File: config.mk
export PLATFORM = sky130hd
export DESIGN_NAME = spam_master_flat
export DESIGN_NICKNAME = d
export VERILOG_FILES = /design/src/rtl/spam_master_pkg.sv /design/src/rtl/spam_master_if.sv /design/src/rtl/spam_timeout_ctr.sv /design/src/rtl/spam_master.sv /design/src/flat_wrapper.sv
export SDC_FILE = /design/constraint.sdc
export NUM_CORES = 1
export LEC_CHECK = 0
export CAP_MARGIN = 20
export CORE_UTILIZATION = 40
export CTS_CLUSTER_DIAMETER = 100
export CTS_CLUSTER_SIZE = 28
export DETAILED_ROUTE_END_ITERATION = 8
export GPL_TIMING_DRIVEN = 0
export PLACE_DENSITY = 0.83
export SETUP_SLACK_MARGIN = 0.3
export SLEW_MARGIN = 10
export SYNTH_ARGS = -nofsm -noshare
export SYNTH_HDL_FRONTEND = slang
export SYNTH_SLANG_ARGS = --single-unit
File: constraint.sdc
create_clock -name clk -period 2 [get_ports clk]
set_clock_uncertainty 0.05 [all_clocks]
set_input_delay 0.6 -clock clk [delete_from_list [all_inputs] [get_ports clk]]
set_output_delay 0.6 -clock clk [all_outputs]
set_load 0.05 [all_outputs]
File: src/rtl/spam_master_pkg.sv
// Shared SPAM bus widths, device IDs and the initiator state type.
package spam_master_pkg;

  localparam int SPAM_DID_HI  = 3;
  localparam int SPAM_ADDR_HI = 23;
  localparam int SPAM_DATA_HI = 31;

  localparam int unsigned SPAM_TIMEOUT_DEFAULT = 4096;

  localparam logic [SPAM_DID_HI:0] SPAM_DID_SACE = 4'h1;
  localparam logic [SPAM_DID_HI:0] SPAM_DID_UART = 4'h2;
  localparam logic [SPAM_DID_HI:0] SPAM_DID_GPIO = 4'h3;

  typedef enum logic [1:0] {
    StIdle  = 2'd0,
    StIssue = 2'd1,
    StWait  = 2'd2,
    StResp  = 2'd3
  } spam_state_e;

  typedef struct packed {
    logic                    r_nw;
    logic [SPAM_DID_HI:0]    did;
    logic [SPAM_ADDR_HI:0]   addr;
    logic [SPAM_DATA_HI:0]   data;
  } spam_req_t;

endpackage

File: src/rtl/spam_master_if.sv
// Core request/response port plus SPAM command and response buses of one initiator.
interface spam_master_if;
  import spam_master_pkg::*;

  logic                  req_valid;
  logic                  req_ready;
  logic                  req_r_nw;
  logic [SPAM_DID_HI:0]  req_did;
  logic [SPAM_ADDR_HI:0] req_addr;
  logic [SPAM_DATA_HI:0] req_data;

  logic                  rsp_valid;
  logic [SPAM_DATA_HI:0] rsp_data;
  logic                  rsp_err;

  logic                  spamo_valid;
  logic                  spamo_r_nw;
  logic [SPAM_DID_HI:0]  spamo_did;
  logic [SPAM_ADDR_HI:0] spamo_addr;
  logic [SPAM_DATA_HI:0] spamo_data;

  logic                  spami_busy_b;
  logic [SPAM_DATA_HI:0] spami_data;

  logic                  stray_rsp;

  modport master (
    input  req_valid, req_r_nw, req_did, req_addr, req_data, spami_busy_b, spami_data,
    output req_ready, rsp_valid, rsp_data, rsp_err,
    output spamo_valid, spamo_r_nw, spamo_did, spamo_addr, spamo_data, stray_rsp
  );

  modport slave (
    output req_valid, req_r_nw, req_did, req_addr, req_data, spami_busy_b, spami_data,
    input  req_ready, rsp_valid, rsp_data, rsp_err,
    input  spamo_valid, spamo_r_nw, spamo_did, spamo_addr, spamo_data, stray_rsp
  );

endinterface

File: src/rtl/spam_timeout_ctr.sv
// 16-bit clear/increment counter flagging when it sits at the abandon limit.
module spam_timeout_ctr #(
  parameter logic [15:0] Limit = 16'd4095
) (
  input  logic clk,
  input  logic rst,
  input  logic i_clr,
  input  logic i_inc,
  output logic o_expired
);

  logic [15:0] r_cnt;

  always_ff @(posedge clk) begin
    if (rst) begin
      r_cnt <= '0;
    end else if (i_clr) begin
      r_cnt <= '0;
    end else if (i_inc) begin
      r_cnt <= r_cnt + 16'd1;
    end
  end

  assign o_expired = (r_cnt == Limit);

endmodule

File: src/rtl/spam_master.sv
// Single-outstanding SPAM initiator: one strobe per request, then wait for the
// OR-combined completion pulse or give up after TIMEOUT cycles.
module spam_master
  import spam_master_pkg::*;
#(
  parameter int unsigned        TIMEOUT  = SPAM_TIMEOUT_DEFAULT,
  parameter logic [31:0]        ERR_DATA = 32'hFFFF_FFFF
) (
  input  logic          clk,
  input  logic          rst,
  spam_master_if.master bus
);

  localparam logic [15:0] LIMIT = 16'(TIMEOUT - 1);

  spam_state_e           r_state, w_state_d;
  spam_req_t             r_req;
  logic [SPAM_DATA_HI:0] r_rsp_data, w_cap_data;
  logic                  r_rsp_err, w_cap_err, w_capture;
  logic                  r_stray, r_req_ready, r_spamo_valid, r_rsp_valid;
  logic                  w_ctr_clr, w_ctr_inc, w_expired;

  spam_timeout_ctr #(
    .Limit(LIMIT)
  ) u_timeout_ctr (
    .clk      (clk),
    .rst      (rst),
    .i_clr    (w_ctr_clr),
    .i_inc    (w_ctr_inc),
    .o_expired(w_expired)
  );

  always_comb begin
    w_state_d  = r_state;
    w_ctr_clr  = 1'b0;
    w_ctr_inc  = 1'b0;
    w_capture  = 1'b0;
    w_cap_data = '0;
    w_cap_err  = 1'b0;
    unique case (r_state)
      StIdle: begin
        w_ctr_clr = 1'b1;
        if (bus.req_valid) w_state_d = StIssue;
      end
      StIssue: begin
        w_ctr_clr = 1'b1;
        w_state_d = StWait;
      end
      StWait: begin
        // A pulse on the expiry cycle still counts as a normal completion.
        if (bus.spami_busy_b) begin
          w_capture  = 1'b1;
          w_cap_data = r_req.r_nw ? bus.spami_data : '0;
          w_state_d  = StResp;
        end else if (w_expired) begin
          w_capture  = 1'b1;
          w_cap_data = ERR_DATA;
          w_cap_err  = 1'b1;
          w_state_d  = StResp;
        end else begin
          w_ctr_inc = 1'b1;
        end
      end
      StResp:  w_state_d = StIdle;
      default: w_state_d = StIdle;
    endcase
  end

  always_ff @(posedge clk) begin
    if (rst) begin
      r_state       <= StIdle;
      r_req         <= '0;
      r_rsp_data    <= '0;
      r_rsp_err     <= 1'b0;
      r_stray       <= 1'b0;
      r_req_ready   <= 1'b1;
      r_spamo_valid <= 1'b0;
      r_rsp_valid   <= 1'b0;
    end else begin
      r_state <= w_state_d;
      if (r_state == StIdle && bus.req_valid) begin
        r_req <= '{r_nw: bus.req_r_nw, did: bus.req_did, addr: bus.req_addr,
                   data: bus.req_data};
      end
      if (w_capture) begin
        r_rsp_data <= w_cap_data;
        r_rsp_err  <= w_cap_err;
      end
      if (bus.spami_busy_b && r_state != StWait) r_stray <= 1'b1;
      r_req_ready   <= (w_state_d == StIdle);
      r_spamo_valid <= (w_state_d == StIssue);
      r_rsp_valid   <= (w_state_d == StResp);
    end
  end

  assign bus.req_ready   = r_req_ready;
  assign bus.rsp_valid   = r_rsp_valid;
  assign bus.rsp_data    = r_rsp_data;
  assign bus.rsp_err     = r_rsp_err;
  assign bus.spamo_valid = r_spamo_valid;
  assign bus.spamo_r_nw  = r_req.r_nw;
  assign bus.spamo_did   = r_req.did;
  assign bus.spamo_addr  = r_req.addr;
  assign bus.spamo_data  = r_req.data;
  assign bus.stray_rsp   = r_stray;

endmodule

File: src/flat_wrapper.sv
// flat-port wrapper written by rule: the top's interface ports become plain ports
module spam_master_flat import spam_master_pkg::*;
#(
  parameter int unsigned        TIMEOUT  = SPAM_TIMEOUT_DEFAULT,
  parameter logic [31:0]        ERR_DATA = 32'hFFFF_FFFF
)
  (clk, rst, bus_req_valid, bus_req_r_nw, bus_req_did, bus_req_addr, bus_req_data, bus_spami_busy_b, bus_spami_data, bus_req_ready, bus_rsp_valid, bus_rsp_data, bus_rsp_err, bus_spamo_valid, bus_spamo_r_nw, bus_spamo_did, bus_spamo_addr, bus_spamo_data, bus_stray_rsp);
  spam_master_if bus_i ();
  input  logic clk;
  input  logic rst;
  input wire logic [$bits(bus_i.req_valid)-1:0] bus_req_valid;
  input wire logic [$bits(bus_i.req_r_nw)-1:0] bus_req_r_nw;
  input wire logic [$bits(bus_i.req_did)-1:0] bus_req_did;
  input wire logic [$bits(bus_i.req_addr)-1:0] bus_req_addr;
  input wire logic [$bits(bus_i.req_data)-1:0] bus_req_data;
  input wire logic [$bits(bus_i.spami_busy_b)-1:0] bus_spami_busy_b;
  input wire logic [$bits(bus_i.spami_data)-1:0] bus_spami_data;
  output wire logic [$bits(bus_i.req_ready)-1:0] bus_req_ready;
  output wire logic [$bits(bus_i.rsp_valid)-1:0] bus_rsp_valid;
  output wire logic [$bits(bus_i.rsp_data)-1:0] bus_rsp_data;
  output wire logic [$bits(bus_i.rsp_err)-1:0] bus_rsp_err;
  output wire logic [$bits(bus_i.spamo_valid)-1:0] bus_spamo_valid;
  output wire logic [$bits(bus_i.spamo_r_nw)-1:0] bus_spamo_r_nw;
  output wire logic [$bits(bus_i.spamo_did)-1:0] bus_spamo_did;
  output wire logic [$bits(bus_i.spamo_addr)-1:0] bus_spamo_addr;
  output wire logic [$bits(bus_i.spamo_data)-1:0] bus_spamo_data;
  output wire logic [$bits(bus_i.stray_rsp)-1:0] bus_stray_rsp;
  assign bus_i.req_valid = bus_req_valid;
  assign bus_i.req_r_nw = bus_req_r_nw;
  assign bus_i.req_did = bus_req_did;
  assign bus_i.req_addr = bus_req_addr;
  assign bus_i.req_data = bus_req_data;
  assign bus_i.spami_busy_b = bus_spami_busy_b;
  assign bus_i.spami_data = bus_spami_data;
  assign bus_req_ready = bus_i.req_ready;
  assign bus_rsp_valid = bus_i.rsp_valid;
  assign bus_rsp_data = bus_i.rsp_data;
  assign bus_rsp_err = bus_i.rsp_err;
  assign bus_spamo_valid = bus_i.spamo_valid;
  assign bus_spamo_r_nw = bus_i.spamo_r_nw;
  assign bus_spamo_did = bus_i.spamo_did;
  assign bus_spamo_addr = bus_i.spamo_addr;
  assign bus_spamo_data = bus_i.spamo_data;
  assign bus_stray_rsp = bus_i.stray_rsp;
  spam_master #(.TIMEOUT(TIMEOUT), .ERR_DATA(ERR_DATA)) u_core (.clk(clk), .rst(rst), .bus(bus_i));
endmodule
==> results.json <==
{
  "start_util_pct": 41.03,
  "numPortBuffers": 193,
  "grt_max_degree": 17,
  "drt-total-wl_um": 14370,
  "period_minus_slack_ns": 1.808,
  "pin_count": 195,
  "htreeDepth": 4,
  "cts.sinks": 116,
  "wl_per_cell_um": 15.67,
  "cts_buffers": 17,
  "synth_top_family_by_area": "simple AND/OR/NAND/NOR gates",
  "async_flop_share_pct": 0,
  "yosysSeqAreaShare_pct": 52.21,
  "hold_viol": 0,
  "ys.flop_type": "dfxtp_1",
  "drive_gt1_share_pct": 37.19,
  "dp_hpwl_um": 9678,
  "num-fill-cells": 804,
  "arrival_ns": 2.19,
  "status": "complete, no violations",
  "fin_util_pct": 70.87,
  "rows": 38,
  "dp_slack_ns": -0.5296,
  "path_clk_slew_ns": 0.05,
  "grt_pass1_wl_um": 21440,
  "gr-total-overflow": 0,
  "cp-end-kind": "flop",
  "dr.first_iter.drc_count": 228,
  "finalSetupViolCount": 0,
  "synthAdderAreaFrac_pct": 1.125,
  "syn-cell-area_um2": 4448,
  "r2r_end": "u_core.u_timeout_ctr.r_cnt[2]",
  "power_leakage_nw": 3.023,
  "vdd_ir_drop_max_mv": 0.7164,
  "cts_tree": "done",
  "die-area_um2": 11550,
  "worst_pin_slew_ns": 0.7746,
  "max_freq_mhz": 553.0,
  "clock_latency_ns": 0.51,
  "rr_startpoint": "u_core.u_timeout_ctr.r_cnt[14]",
  "antenna_found_initial": 0,
  "synthSimpleGateAreaFrac_pct": 21.74,
  "syn_area_per_cell_um2": 8.268,
  "worstSetupStartpointType": "flop",
  "muxShareOfSynthArea_pct": 0,
  "hold_depth": 2,
  "timing.final.ws_setup_ns": 0.1917,
  "place_congestion": 0.8013,
  "cap_violations": 0,
  "synth_compound_area_share_pct": 20.79,
  "rsz0062_at_grt": "yes",
  "path_buf_inv": 1,
  "root_buffer": "clkbuf_8",
  "antenna_cells": 0,
  "relSlewSlack_pct": 47.88,
  "netlist_instances": 538,
  "area_delta_synth_final_pct": 72.71,
  "holdPathEnd": "u_core.bus.spamo_data[26]",
  "period_share_pct": 90.41,
  "vias": 4769,
  "clock_path_buffers": 2,
  "synth_xor_xnor_area_share_pct": 0,
  "synth_enable_flop_cells": 0,
  "grt_pass1_vias": 4686,
  "critPathMaxStageDelay_ns": 0.53,
  "synth_warnings": 0,
  "die_w_um": 107.5,
  "worstRegToRegCells": 5,
  "path_cells": "or4b_4 -> nor4_4 -> buf_6 -> and4b_1 -> nor3_2",
  "drtPass1Iterations": 6,
  "r2r_slack_ns": 0.19,
  "total_power_mw": 10.18,
  "hold_path_class": "flop to flop",
  "critPathTopFamily": "simple AND/OR/NAND/NOR gates",
  "layout.nets": 865,
  "synth-seq-cells": 116,
  "hp-start": "u_core.bus.spamo_data[26]",
  "via_per_inst": 5.201,
  "die_h_um": 107.5,
  "antenna_left": 0,
  "syn-num-nets": 639,
  "grtUsageTotal_pct": 23.86,
  "fp.coreArea_um2": 10840,
  "cp_max_fo": 8,
  "crit_slowest_cell": "or4b_4",
  "path_class": "flop to flop",
  "yosysUniqueCellTypes": 37,
  "cp-startpoint": "u_core.u_timeout_ctr.r_cnt[14]",
  "power_density_nw_per_um2": 1325,
  "crit_required_ns": 2.39,
  "drv_slew": 0,
  "cts_hold_buf": 0,
  "route.detailed.drc": 0
}
## cell families after synthesis
family | after synthesis
flops | 116
compound gates | 161
simple gates | 214
buf+inv | 43
fa+ha+maj | 4
## worst min-delay path, stage by stage, from the launching register on
cell,delay [ns]
dfxtp_2,0.32
nand2_1,0.05
a21oi_1,0.05
## stage by stage
| step | instances | instance area, um2 | hold slack, ns | setup TNS [ns] |
|---|---|---|---|---|
| 3_5_place_dp | 871 | 6556 | 0.3996 | -43.79 |
| 3_3_place_gp | 871 | 6556 | 0.3920 | -37.66 |
| 4_1_cts | 910 | 7327 | 0.4101 | 0 |
| 6_report | 917 | 7682 | 0.4079 | 0 |
| 5_1_grt | 917 | 7682 | 0.4217 | 0 |
| 2_1_floorplan | 538 | 4449 | 0.3945 | 0 |
## cells in the mapped netlist (3+ instances only)
cell,count,area share [%]
nor2b_1,3,0.42
clkbuf_1,33,2.8
or4_1,5,0.84
and2_1,4,0.56
nor2_1,6,0.51
nand2_1,161,14
o31ai_1,6,1.0
nand3_1,5,0.56
buf_4,4,0.68
o21ai_0,7,0.79
a21oi_1,109,12
o21a_1,33,5.6
nand4_1,5,0.70
or3_1,8,1.1
ha_1,4,1.1
dfxtp_1,116,52
inv_1,3,0.25
## where the power goes
| part | internal [mW] | switching (mW) |
|---|---|---|
| registers | 2.86 | 0.326 |
| logic | 1.63 | 2.76 |
| clock network | 1.61 | 0.996 |
| total | 6.10 | 4.09 |
## flip-flops by register name (all words and copies together), names as in the netlist
register	flops
u_core.bus.rsp_data	32
u_core.bus.rsp_valid	1
u_core.bus.spamo_r_nw	1
u_core.bus.spamo_valid	1
u_core.r_state	2
u_core.bus.stray_rsp	1
u_core.bus.req_ready	1
u_core.bus.spamo_addr	24
u_core.bus.spamo_data	32
u_core.u_timeout_ctr.r_cnt	16
u_core.bus.spamo_did	4
u_core.bus.rsp_err	1
## metal layers
metal | global-route usage (%) | vias to the layer above | wire length [um]
li1 | - | 2303 | -
met1 | 24.80 | 2247 | 5501
met2 | 42.86 | 190 | 7481
met3 | 8.777 | 29 | 1109
met4 | 10.37 | 0 | 273
met5 | 0 | - | 0
## final cells by class
type	count	area, um2	share of cell area [%]
buffer	40	240.2	3.127
timing repair buffer	207	2211	28.78
sequential	116	2454	31.94
clock buffer	27	481.7	6.270
clock inverter	5	25.02	0.3257
inverter	3	13.76	0.1792
tap	140	175.2	2.280
multi-input combinational	379	2082	27.10
## placed cells by master, fill, tap and decap left out, types with 3 or more instances in the layout
cell / instances
nand2_1: 159
a21oi_1: 106
buf_6: 96
clkdlybuf4s50_1: 94
dfxtp_2: 93
o21a_1: 32
clkbuf_1: 20
clkbuf_16: 19
dfxtp_1: 19
clkbuf_2: 15
buf_4: 14
or3_1: 8
nor2_1: 6
nand4_1: 5
buf_8: 5
clkbuf_8: 5
o21ai_0: 5
o31ai_1: 5
clkinv_2: 5
and2_1: 4
dfxtp_4: 4
a21oi_2: 3
or4_1: 3
nor2b_1: 3
## worst max-delay path by stage
| stage | endpoint | depth (start not counted) |
|---|---|---|
| final | u_core.u_timeout_ctr.r_cnt[2] | 5 |
| after global placement | u_core.bus.spamo_data[18] | 6 |
| after CTS | bus_spamo_data[17] | 1 |
| after global routing | u_core.u_timeout_ctr.r_cnt[2] | 5 |
| after detailed placement | u_core.bus.spamo_data[20] | 6 |
| after floorplan | u_core.u_timeout_ctr.r_cnt[13] | 6 |
## timing repair
action                                  CTS  global route
pin swaps                                 3             6
endpoints found under the setup margin  208           169
resized for setup                       735           126
cloned                                    1             3
setup buffers                             6             4
hold endpoints to repair                  0             0
(Power assumes the default switching activity.)
